[config.mk]
export PLATFORM = sky130hd
export DESIGN_NAME = divider_sequencer
export DESIGN_NICKNAME = d
export VERILOG_FILES = /design/src/rtl/divider_sequencer.sv
export SDC_FILE = /design/constraint.sdc
export NUM_CORES = 1
export LEC_CHECK = 0
export ABC_AREA = 1
export CORE_MARGIN = 1
export CORE_UTILIZATION = 43
export DETAILED_ROUTE_END_ITERATION = 7
export HOLD_SLACK_MARGIN = 0.08
export PLACE_DENSITY = 0.8
export SYNTH_ARGS = -nofsm -noshare
export SYNTH_HDL_FRONTEND = slang
export SYNTH_SLANG_ARGS = --single-unit
[constraint.sdc]
create_clock -name clk -period 2.2 [get_ports clk]
set_input_delay 0.22 -clock clk [delete_from_list [all_inputs] [get_ports clk]]
set_output_delay 0.22 -clock clk [all_outputs]
set_load 0.005 [all_outputs]
[src/rtl/divider_sequencer.sv]
// Sequencer that drives one iterative divider for a single requester: accepts an
// N/D pair, runs the divider, traps divide-by-zero and guards the run with a watchdog.
module divider_sequencer #(
    parameter int INPUT_SIZE = 10,
    parameter int ITERATIONS = INPUT_SIZE,
    parameter int TIMEOUT    = ITERATIONS + 4
) (
    input  logic                  clk,
    input  logic                  rst,
    input  logic                  in_valid,
    output logic                  in_ready,
    input  logic [INPUT_SIZE-1:0] in_n,
    input  logic [INPUT_SIZE-1:0] in_d,
    output logic                  out_valid,
    input  logic                  out_ready,
    output logic [INPUT_SIZE-1:0] out_q,
    output logic [INPUT_SIZE-1:0] out_r,
    output logic                  out_dz,
    output logic                  out_to,
    output logic                  busy,
    output logic                  div_load,
    output logic                  div_enable,
    output logic [INPUT_SIZE-1:0] div_init_counter,
    output logic [INPUT_SIZE-1:0] div_n,
    output logic [INPUT_SIZE-1:0] div_d,
    input  logic [INPUT_SIZE-1:0] div_q,
    input  logic [INPUT_SIZE-1:0] div_r,
    input  logic                  div_ready
);

    localparam int WD_W = $clog2(TIMEOUT + 1);
    localparam logic [WD_W-1:0] WD_LIMIT = WD_W'(TIMEOUT);
    localparam logic [WD_W-1:0] WD_ONE   = {{(WD_W-1){1'b0}}, 1'b1};

    typedef enum logic [1:0] {
        IDLE = 2'd0,
        LOAD = 2'd1,
        RUN  = 2'd2,
        DONE = 2'd3
    } stateT;

    stateT           state;
    stateT           nextState;
    logic [WD_W-1:0] watchdog;
    logic            enableReg;
    logic            runArmed;
    logic            acceptReq;
    logic            readySeen;
    logic            wdExpired;

    // runArmed is only set after a full RUN cycle, masking a stale ready from the previous op
    assign acceptReq  = (state == IDLE) && in_valid;
    assign readySeen  = (state == RUN) && runArmed && div_ready;
    assign wdExpired  = (state == RUN) && (watchdog >= WD_LIMIT);
    assign div_enable = enableReg && !readySeen && !wdExpired;
    assign div_init_counter = INPUT_SIZE'(ITERATIONS);

    // Next-state decode
    always_comb begin
        nextState = state;
        case (state)
            IDLE: begin
                if (in_valid) begin
                    nextState = (in_d == {INPUT_SIZE{1'b0}}) ? DONE : LOAD;
                end else begin
                    nextState = IDLE;
                end
            end
            LOAD: nextState = RUN;
            RUN: begin
                if (readySeen || wdExpired) begin
                    nextState = DONE;
                end else begin
                    nextState = RUN;
                end
            end
            DONE: begin
                if (out_ready) begin
                    nextState = IDLE;
                end else begin
                    nextState = DONE;
                end
            end
            default: nextState = IDLE;
        endcase
    end

    // State, registered handshake/control outputs, operand latch, watchdog and result capture
    always_ff @(posedge clk or negedge rst) begin
        if (!rst) begin
            state     <= IDLE;
            in_ready  <= 1'b1;
            busy      <= 1'b0;
            out_valid <= 1'b0;
            div_load  <= 1'b0;
            enableReg <= 1'b0;
            runArmed  <= 1'b0;
            watchdog  <= {WD_W{1'b0}};
            div_n     <= {INPUT_SIZE{1'b0}};
            div_d     <= {INPUT_SIZE{1'b0}};
            out_q     <= {INPUT_SIZE{1'b0}};
            out_r     <= {INPUT_SIZE{1'b0}};
            out_dz    <= 1'b0;
            out_to    <= 1'b0;
        end else begin
            state     <= nextState;
            in_ready  <= (nextState == IDLE);
            busy      <= (nextState != IDLE);
            out_valid <= (nextState == DONE);
            div_load  <= (nextState == LOAD);
            enableReg <= (nextState == LOAD) || (nextState == RUN);
            runArmed  <= (state == RUN);

            if (state == LOAD) begin
                watchdog <= {WD_W{1'b0}};
            end else if ((state == RUN) && !readySeen && (watchdog < WD_LIMIT)) begin
                watchdog <= watchdog + WD_ONE;
            end else begin
                watchdog <= watchdog;
            end

            if (acceptReq) begin
                div_n <= in_n;
                div_d <= in_d;
                if (in_d == {INPUT_SIZE{1'b0}}) begin
                    out_q  <= {INPUT_SIZE{1'b1}};
                    out_r  <= in_n;
                    out_dz <= 1'b1;
                    out_to <= 1'b0;
                end
            end else if (readySeen) begin
                out_q  <= div_q;
                out_r  <= div_r;
                out_dz <= 1'b0;
                out_to <= 1'b0;
            end else if (wdExpired) begin
                out_q  <= {INPUT_SIZE{1'b0}};
                out_r  <= {INPUT_SIZE{1'b0}};
                out_dz <= 1'b0;
                out_to <= 1'b1;
            end
        end
    end

endmodule

==> Implementation_results.wiki, run 1 <==
{| class="wikitable"
! Metric !! Value
|-
| Critical path peak fanout || 6
|-
| Port Buffers || 91
|-
| Largest cells by area after synthesis || dfrtp_1, nand2_1, nand3_1
|-
| Top Ports || 102
|-
| Total GRT Usage || 19.6%
|-
| # Max-Cap Violations || 0
|-
| Weighted congestion at the end of routability-driven global placement || 0.753
|-
| CP cell instances || ha_1, inv_1, nand2_1, nand3_1, nand2_2, nor2_1, clkdlybuf4s50_1
|-
| Placeable core area || 5610 µm²
|-
| Peak clock frequency supported by timing || 0.486 GHz
|-
| Cell with the most instances after synthesis || nand2_1
|-
| Leading register cell type out of synthesis || dfrtp_1
|-
| Cell family contributing the most delay on the critical path || buffers and inverters
|-
| Fraction of the cycle the final worst path needs || 93.5%
|-
| Number of nets in the layout || 446
|-
| Mean area per synthesized cell || 8.28 µm²
|-
| Largest net degree at the start of global routing || 41
|-
| Die area || 6210 µm²
|-
| Number of remaining DRC errors || 0
|-
| Cells on worst reg2reg path || 9
|-
| Top post-synthesis cells by count || nand2_1, dfrtp_1, nand3_1
|-
| Synthesized area || 2530 µm²
|-
| Final Setup Violations || 0
|-
| Number of iterations in the first detailed-routing pass || 4
|-
| Cells after synthesis || 306
|-
| Cell taking the most area after synthesis || dfrtp_1
|-
| Syn-to-layout area delta || 41.0%
|-
| H-tree Lvls || 2
|-
| Die extent in x || 78.8 µm
|-
| Floorplan row count || 27
|-
| Fin Clk Skew || 0.00586 ns
|-
| Worst hold path type || input pin to async pin
|-
| Number of enable-type register cells in the synthesized netlist || 0
|-
| Share of synthesized area occupied by flip-flops and latches || 53.4%
|-
| Post-Route Setup TNS || 0 ns
|-
| Clock Tree Root || clkbuf_8
|-
| First-pass GRT wire length || 9490 µm
|-
| Crit Reg-Reg Startpoint || watchdog[1]$_DFFE_PN0P_
|-
| Synth Register Bits || 54
|-
| PD cells || 1180 nW/µm²
|-
| Worst path max stage delay || 0.51 ns
|-
| Power Total || 4220 µW
|-
| Diode insertion count for antenna repair || 0
|-
| Die Y-Extent || 78.8 µm
|-
| Final ANT Viol Nets || 0
|-
| Async SR Flop Fraction || 100%
|-
| Fraction of final layout cells sized beyond drive strength 1 || 6.57%
|-
| Crit path capture type || primary output
|-
| Clock tree from TritonCTS || built
|-
| Number of antenna violations at the first check in global routing || 0
|-
| Max-slew violations || 0
|-
| Setup repair after global routing missed its margin || no
|-
| Worst vdd rail ir drop || 566 µV
|-
| Minimum clock period after layout || 2.06 ns
|-
| Initial DRC Count || 61
|-
| Area share of the largest cell type after synthesis || 52.3%
|-
| CP Class || flop to primary output
|-
| Vias per inst || 4.62
|-
| HPWL reported at the end of detailed placement || 4260 µm
|-
| Worst setup slack for register-to-register paths || 0.33 ns
|-
| Category of the worst setup path launch point || flop
|-
| Initial core utilization || 45.2%
|-
| Worst Hold Margin || 0.372 ns
|-
| Synth cell types || 23
|-
| Final global-route overflow total || 0
|-
| Crit Reg-Reg Endpoint || out_r[0]$_DFFE_PN0P_
|-
| Outcome || finished clean
|-
| Data required time of the worst path || 1.98 ns
|-
| Clock buffer count from CTS || 5
|-
| Vias after detailed routing || 2161
|-
| Buffers from clock root to sink, at most || 2
|-
| Synth warn || 0
|-
| Combined buffer and inverter count along the critical path || 2
|-
| Number of failing hold endpoints at the final stage || 0
|-
| Standard cell with the maximum stage delay on the critical path || clkdlybuf4s50_1
|-
| Routed Wire Length || 5760 µm
|-
| Clock slew at reported path FFs || 0.09 ns
|-
| Clock latency at the later pin of the worst-skew pair || 0.29 ns
|-
| Arrival time of data at the critical path endpoint || 1.84 ns
|-
| Via count of the first global-routing pass || 2005
|-
| Detailed-route wire length per cell || 12.3 µm
|-
| Clock sink count || 54
|-
| P_leak || 0.00183 µW
|}
-- state kept, by name, indices dropped and copies added (netlist names) --
signal / cells
state: 2
out_dz: 1
out_to: 1
out_valid: 1
out_r: 10
in_ready: 1
div_d: 10
out_q: 10
runArmed: 1
busy: 1
watchdog: 4
enableReg: 1
div_load: 1
div_n: 10
-- routing by layer --
metal / GRT usage [%] / part of all wire (%)
met2: 32.5 / 47
met3: 3.91 / 5.9
met1: 26.3 / 46
met4: 5.19 / 0.89
met5: 0 / 0
-- placed cells by master (no fill, tap or decap) --
master,count
nor3_1,1
clkdlybuf4s50_1,90
o21ai_0,22
clkbuf_8,6
nand2_2,2
nand2_1,124
buf_2,1
buf_4,5
nand3_2,1
xor2_1,1
inv_1,20
nor3b_1,1
nor2_4,1
nor2_2,1
conb_1,10
nor3_2,1
clkbuf_1,1
bufinv_16,1
nand2_4,1
dfrtp_1,53
inv_2,4
dfstp_2,1
nand3_4,1
nor2_1,13
dlygate4sd3_1,1
nand3_1,27
ha_1,6
-- layout make-up --
cell class	instances	area, µm²
clock buffers	7	86.3
clock inverters	1	30.0
fillers	501	2030
inverters	24	90.1
multi-input cells	213	972
flip-flops and latches	54	1350
well taps	72	90.1
repair buffers	97	953
-- logic make-up after synthesis --
logic type,synth area share (%)
and+or+nand+nor,29.0
xor gates and xnor gates,0.346
other,0.296
buffers and inverters,9.67
AOI/OAI and AO/OA,4.34
DFF,53.4
adders and majority gates,2.96
-- repair_timing --
item / in CTS / in global routing
resized for setup: 0 / 0
setup endpoints to repair: 0 / 1
hold buffers: 1 / 0
setup buffers: 0 / 1
endpoints found under the hold margin: 16 / 0
-- metrics by stage --
step	util, %	cells	instance area, µm²	worst slack [ns]
after floorplan	-	314	2560	0.670
after global placement	61.4	458	3440	0.286
after detailed placement	61.4	458	3440	0.202
after CTS	63.6	467	3570	0.0956
after global routing	63.7	468	3570	0.0366
final	63.7	468	3570	0.142
-- how the worst max path moves through the flow --
stage	from	to	cells past startpoint	slack, ns
2_1_floorplan	state[0]$_DFF_PN0_	enableReg$_DFF_PN0_	8	0.67
3_3_place_gp	in_d[3]	enableReg$_DFF_PN0_	8	0.29
3_5_place_dp	in_valid	enableReg$_DFF_PN0_	7	0.20
4_1_cts	watchdog[0]$_DFFE_PN0P_	div_enable	8	0.1
5_1_grt	watchdog[1]$_DFFE_PN0P_	div_enable	7	0.04
6_report	watchdog[1]$_DFFE_PN0P_	div_enable	7	0.14
-- power breakdown --
part           switching (µW)  internal [µW]  total (µW)
Clock                     293            371         664
Sequential                265           1440        1700
Combinational             824           1030        1860
Total                    1380           2840        4220
No activity file was read; power rests on OpenSTA's default activity.
==> run 2, diff against run 1 <==
Settings changed: CELL_PAD_IN_SITES_DETAIL_PLACEMENT set to 1, CELL_PAD_IN_SITES_GLOBAL_PLACEMENT set to 2, CORE_UTILIZATION 43 to 24, PLACE_DENSITY 0.8 to not set, PLACE_DENSITY_LB_ADDON set to 0.1.
==> run 2 against run 1 <==
Net effect:
- register-to-register slack is essentially flat
- clock skew is 0.0028 ns lower
- routed wire length up 20%
- global-route usage shrank 6.6 points
- clock power shrank 12%
- setup slack improved by 0.18 ns
- non-clock buffer count is 1 lower
- power is 1.8% lower
- sequential share of layout area fell by 0.48 points
- combinational power hardly changed
- largest power group unchanged
==> Implementation_results.wiki, run 2 (synthesis gave the netlist of run 1 again) <==
{| class="wikitable"
! Metric !! Value
|-
| Outcome || finished clean
|-
| Cells on worst reg2reg path || 9
|-
| Syn-to-layout area delta || 42.9%
|-
| Power Total || 4150 µW
|-
| Data required time of the worst path || 2.40 ns
|-
| Final ANT Viol Nets || 0
|-
| Via count of the first global-routing pass || 2187
|-
| Worst hold path type || input pin to async pin
|-
| Worst vdd rail ir drop || 393 µV
|-
| Final Setup Violations || 0
|-
| Number of remaining DRC errors || 0
|-
| Fin Clk Skew || 0.00304 ns
|-
| # Max-Cap Violations || 0
|-
| Largest net degree at the start of global routing || 55
|-
| Slew @ Worst Pin || 0.721 ns
|-
| Final global-route overflow total || 0
|-
| Vias per inst || 4.14
|-
| Clock slew at reported path FFs || 0.10 ns
|-
| Commonest cells after routing, fill and taps aside || nand2_1, clkdlybuf4s50_1, dfrtp_1
|-
| Diode insertion count for antenna repair || 0
|-
| Port Buffers || 91
|-
| Post-Route Setup TNS || 0 ns
|-
| Vias after detailed routing || 2198
|-
| Detailed-route wire length per cell || 13.0 µm
|-
| Final Cell Area || 3620 µm²
|-
| Max-slew violations || 0
|-
| Post-DP Area || 3520 µm²
|-
| First-pass GRT wire length || 11300 µm
|-
| Die area || 11000 µm²
|-
| Layout fillers || 1249
|-
| Crit path capture type || flop
|-
| Clock tree from TritonCTS || built
|-
| Post-CTS Hold Fix Bufs || 0
|-
| H-tree Lvls || 2
|-
| Peak clock frequency supported by timing || 0.531 GHz
|-
| CP Class || flop to flop
|-
| Clock sink count || 54
|-
| Buffers from clock root to sink, at most || 2
|-
| PD cells || 1140 nW/µm²
|-
| Weighted congestion at the end of routability-driven global placement || 0.715
|-
| Switching Power || 1430 µW
|-
| Crit Reg-Reg Endpoint || out_r[3]$_DFFE_PN0P_
|-
| Endpoint of the most critical setup path || out_r[3]$_DFFE_PN0P_
|-
| Critical path peak fanout || 23
|-
| Floorplan row count || 37
|-
| Most common library cell in the layout ignoring fill and taps || nand2_1
|-
| Clock buffer count from CTS || 5
|-
| Setup repair after global routing missed its margin || no
|-
| Clock Tree Root || clkbuf_8
|-
| Die Y-Extent || 105 µm
|-
| Power share of the combinational group || 45.1%
|-
| Number of nets in the layout || 445
|-
| Placeable core area || 10300 µm²
|-
| P_int || 2720 µW
|-
| Worst setup startpoint || watchdog[1]$_DFFE_PN0P_
|-
| Clock power frac || 14.1%
|-
| Clock latency at the later pin of the worst-skew pair || 0.30 ns
|-
| Number of iterations in the first detailed-routing pass || 4
|-
| Slew margin rel. || 51.9%
|-
| Category of the worst setup path launch point || flop
|-
| Number of antenna violations at the first check in global routing || 0
|-
| Fraction of power spent switching nets || 34.4%
|-
| Number of failing hold endpoints at the final stage || 0
|-
| Die extent in x || 105 µm
|-
| Minimum clock period after layout || 1.88 ns
|-
| Crit Reg-Reg Startpoint || watchdog[1]$_DFFE_PN0P_
|-
| HPWL reported at the end of detailed placement || 4870 µm
|-
| Worst setup slack for register-to-register paths || 0.32 ns
|-
| Fraction of final layout cells sized beyond drive strength 1 || 6.84%
|-
| Fraction of the cycle the final worst path needs || 85.5%
|-
| Total GRT Usage || 13.1%
|-
| Sequential group share of total power || 40.8%
|-
| P_leak || 0.00182 µW
|-
| Routed Wire Length || 6910 µm
|-
| Top Ports || 102
|-
| Initial DRC Count || 85
|-
| Arrival time of data at the critical path endpoint || 2.08 ns
|-
| Initial core utilization || 24.7%
|}
## run 2: worst min-delay path by stage
stage	end	cells after the start	start	slack (ns)
floorplan	busy$_DFF_PN0_	0	rst	-0.08
global placement	watchdog[2]$_DFFE_PN0P_	2	rst	0.42
detailed placement	watchdog[2]$_DFFE_PN0P_	2	rst	0.43
CTS	watchdog[2]$_DFFE_PN0P_	2	rst	0.08
global route	watchdog[2]$_DFFE_PN0P_	2	rst	0.10
finish	watchdog[2]$_DFFE_PN0P_	2	rst	0.05
## run 2: routing by layer
metal / wire [µm] / GRT usage [%] / vias to the layer above
met5: 0 / 0 / -
met4: 70 / 3.32 / 0
met3: 422 / 3.62 / 7
met2: 3060 / 20.1 / 71
met1: 3360 / 18.1 / 1022
li1: - / - / 1098
## run 2: worst max-delay path, cell delays in order, from the launching register on
cell and delay (ns):
dfrtp_2 0.45, ha_1 0.19, inv_1 0.05, nand2_1 0.04, nand3_1 0.08, nand2_2 0.08
inv_2 0.32, nand2_2 0.35, nand2_1 0.16, nand2_1 0.05
## run 2: layout make-up
type	count	area, µm²	area share, %
Inverter	24	90.1	2.49
Multi-Input combinational cell	213	972	26.8
Clock buffer	7	86.3	2.38
Clock inverter	1	5.00	0.138
Tap cell	136	170	4.70
Sequential cell	54	1350	37.4
Timing Repair Buffer	96	946	26.1
## run 2: power groups by stage
stage | Clock [µW] | Combinational (µW) | Sequential (µW)
floorplan | 0 | 798 | 1720
global placement | 0 | 1880 | 1720
detailed placement | 0 | 1890 | 1720
CTS | 621 | 1910 | 1700
global route | 656 | 2120 | 1760
finish | 586 | 1870 | 1690
## run 2: timing repair
item                       4_1_cts  5_1_grt
resized for setup                0        2
setup endpoints to repair        0        1
buffers inserted                 0        1
## run 2: through the flow
step | hold WS [ns] | std cells | utilization, % | worst slack [ns]
floorplan | -0.0756 | 314 | - | 0.670
global placement | 0.422 | 522 | 34.3 | 0.281
detailed placement | 0.426 | 522 | 34.3 | 0.257
CTS | 0.0844 | 530 | 35.1 | 0.0292
global route | 0.105 | 531 | 35.3 | 0.0760
finish | 0.0464 | 531 | 35.3 | 0.318
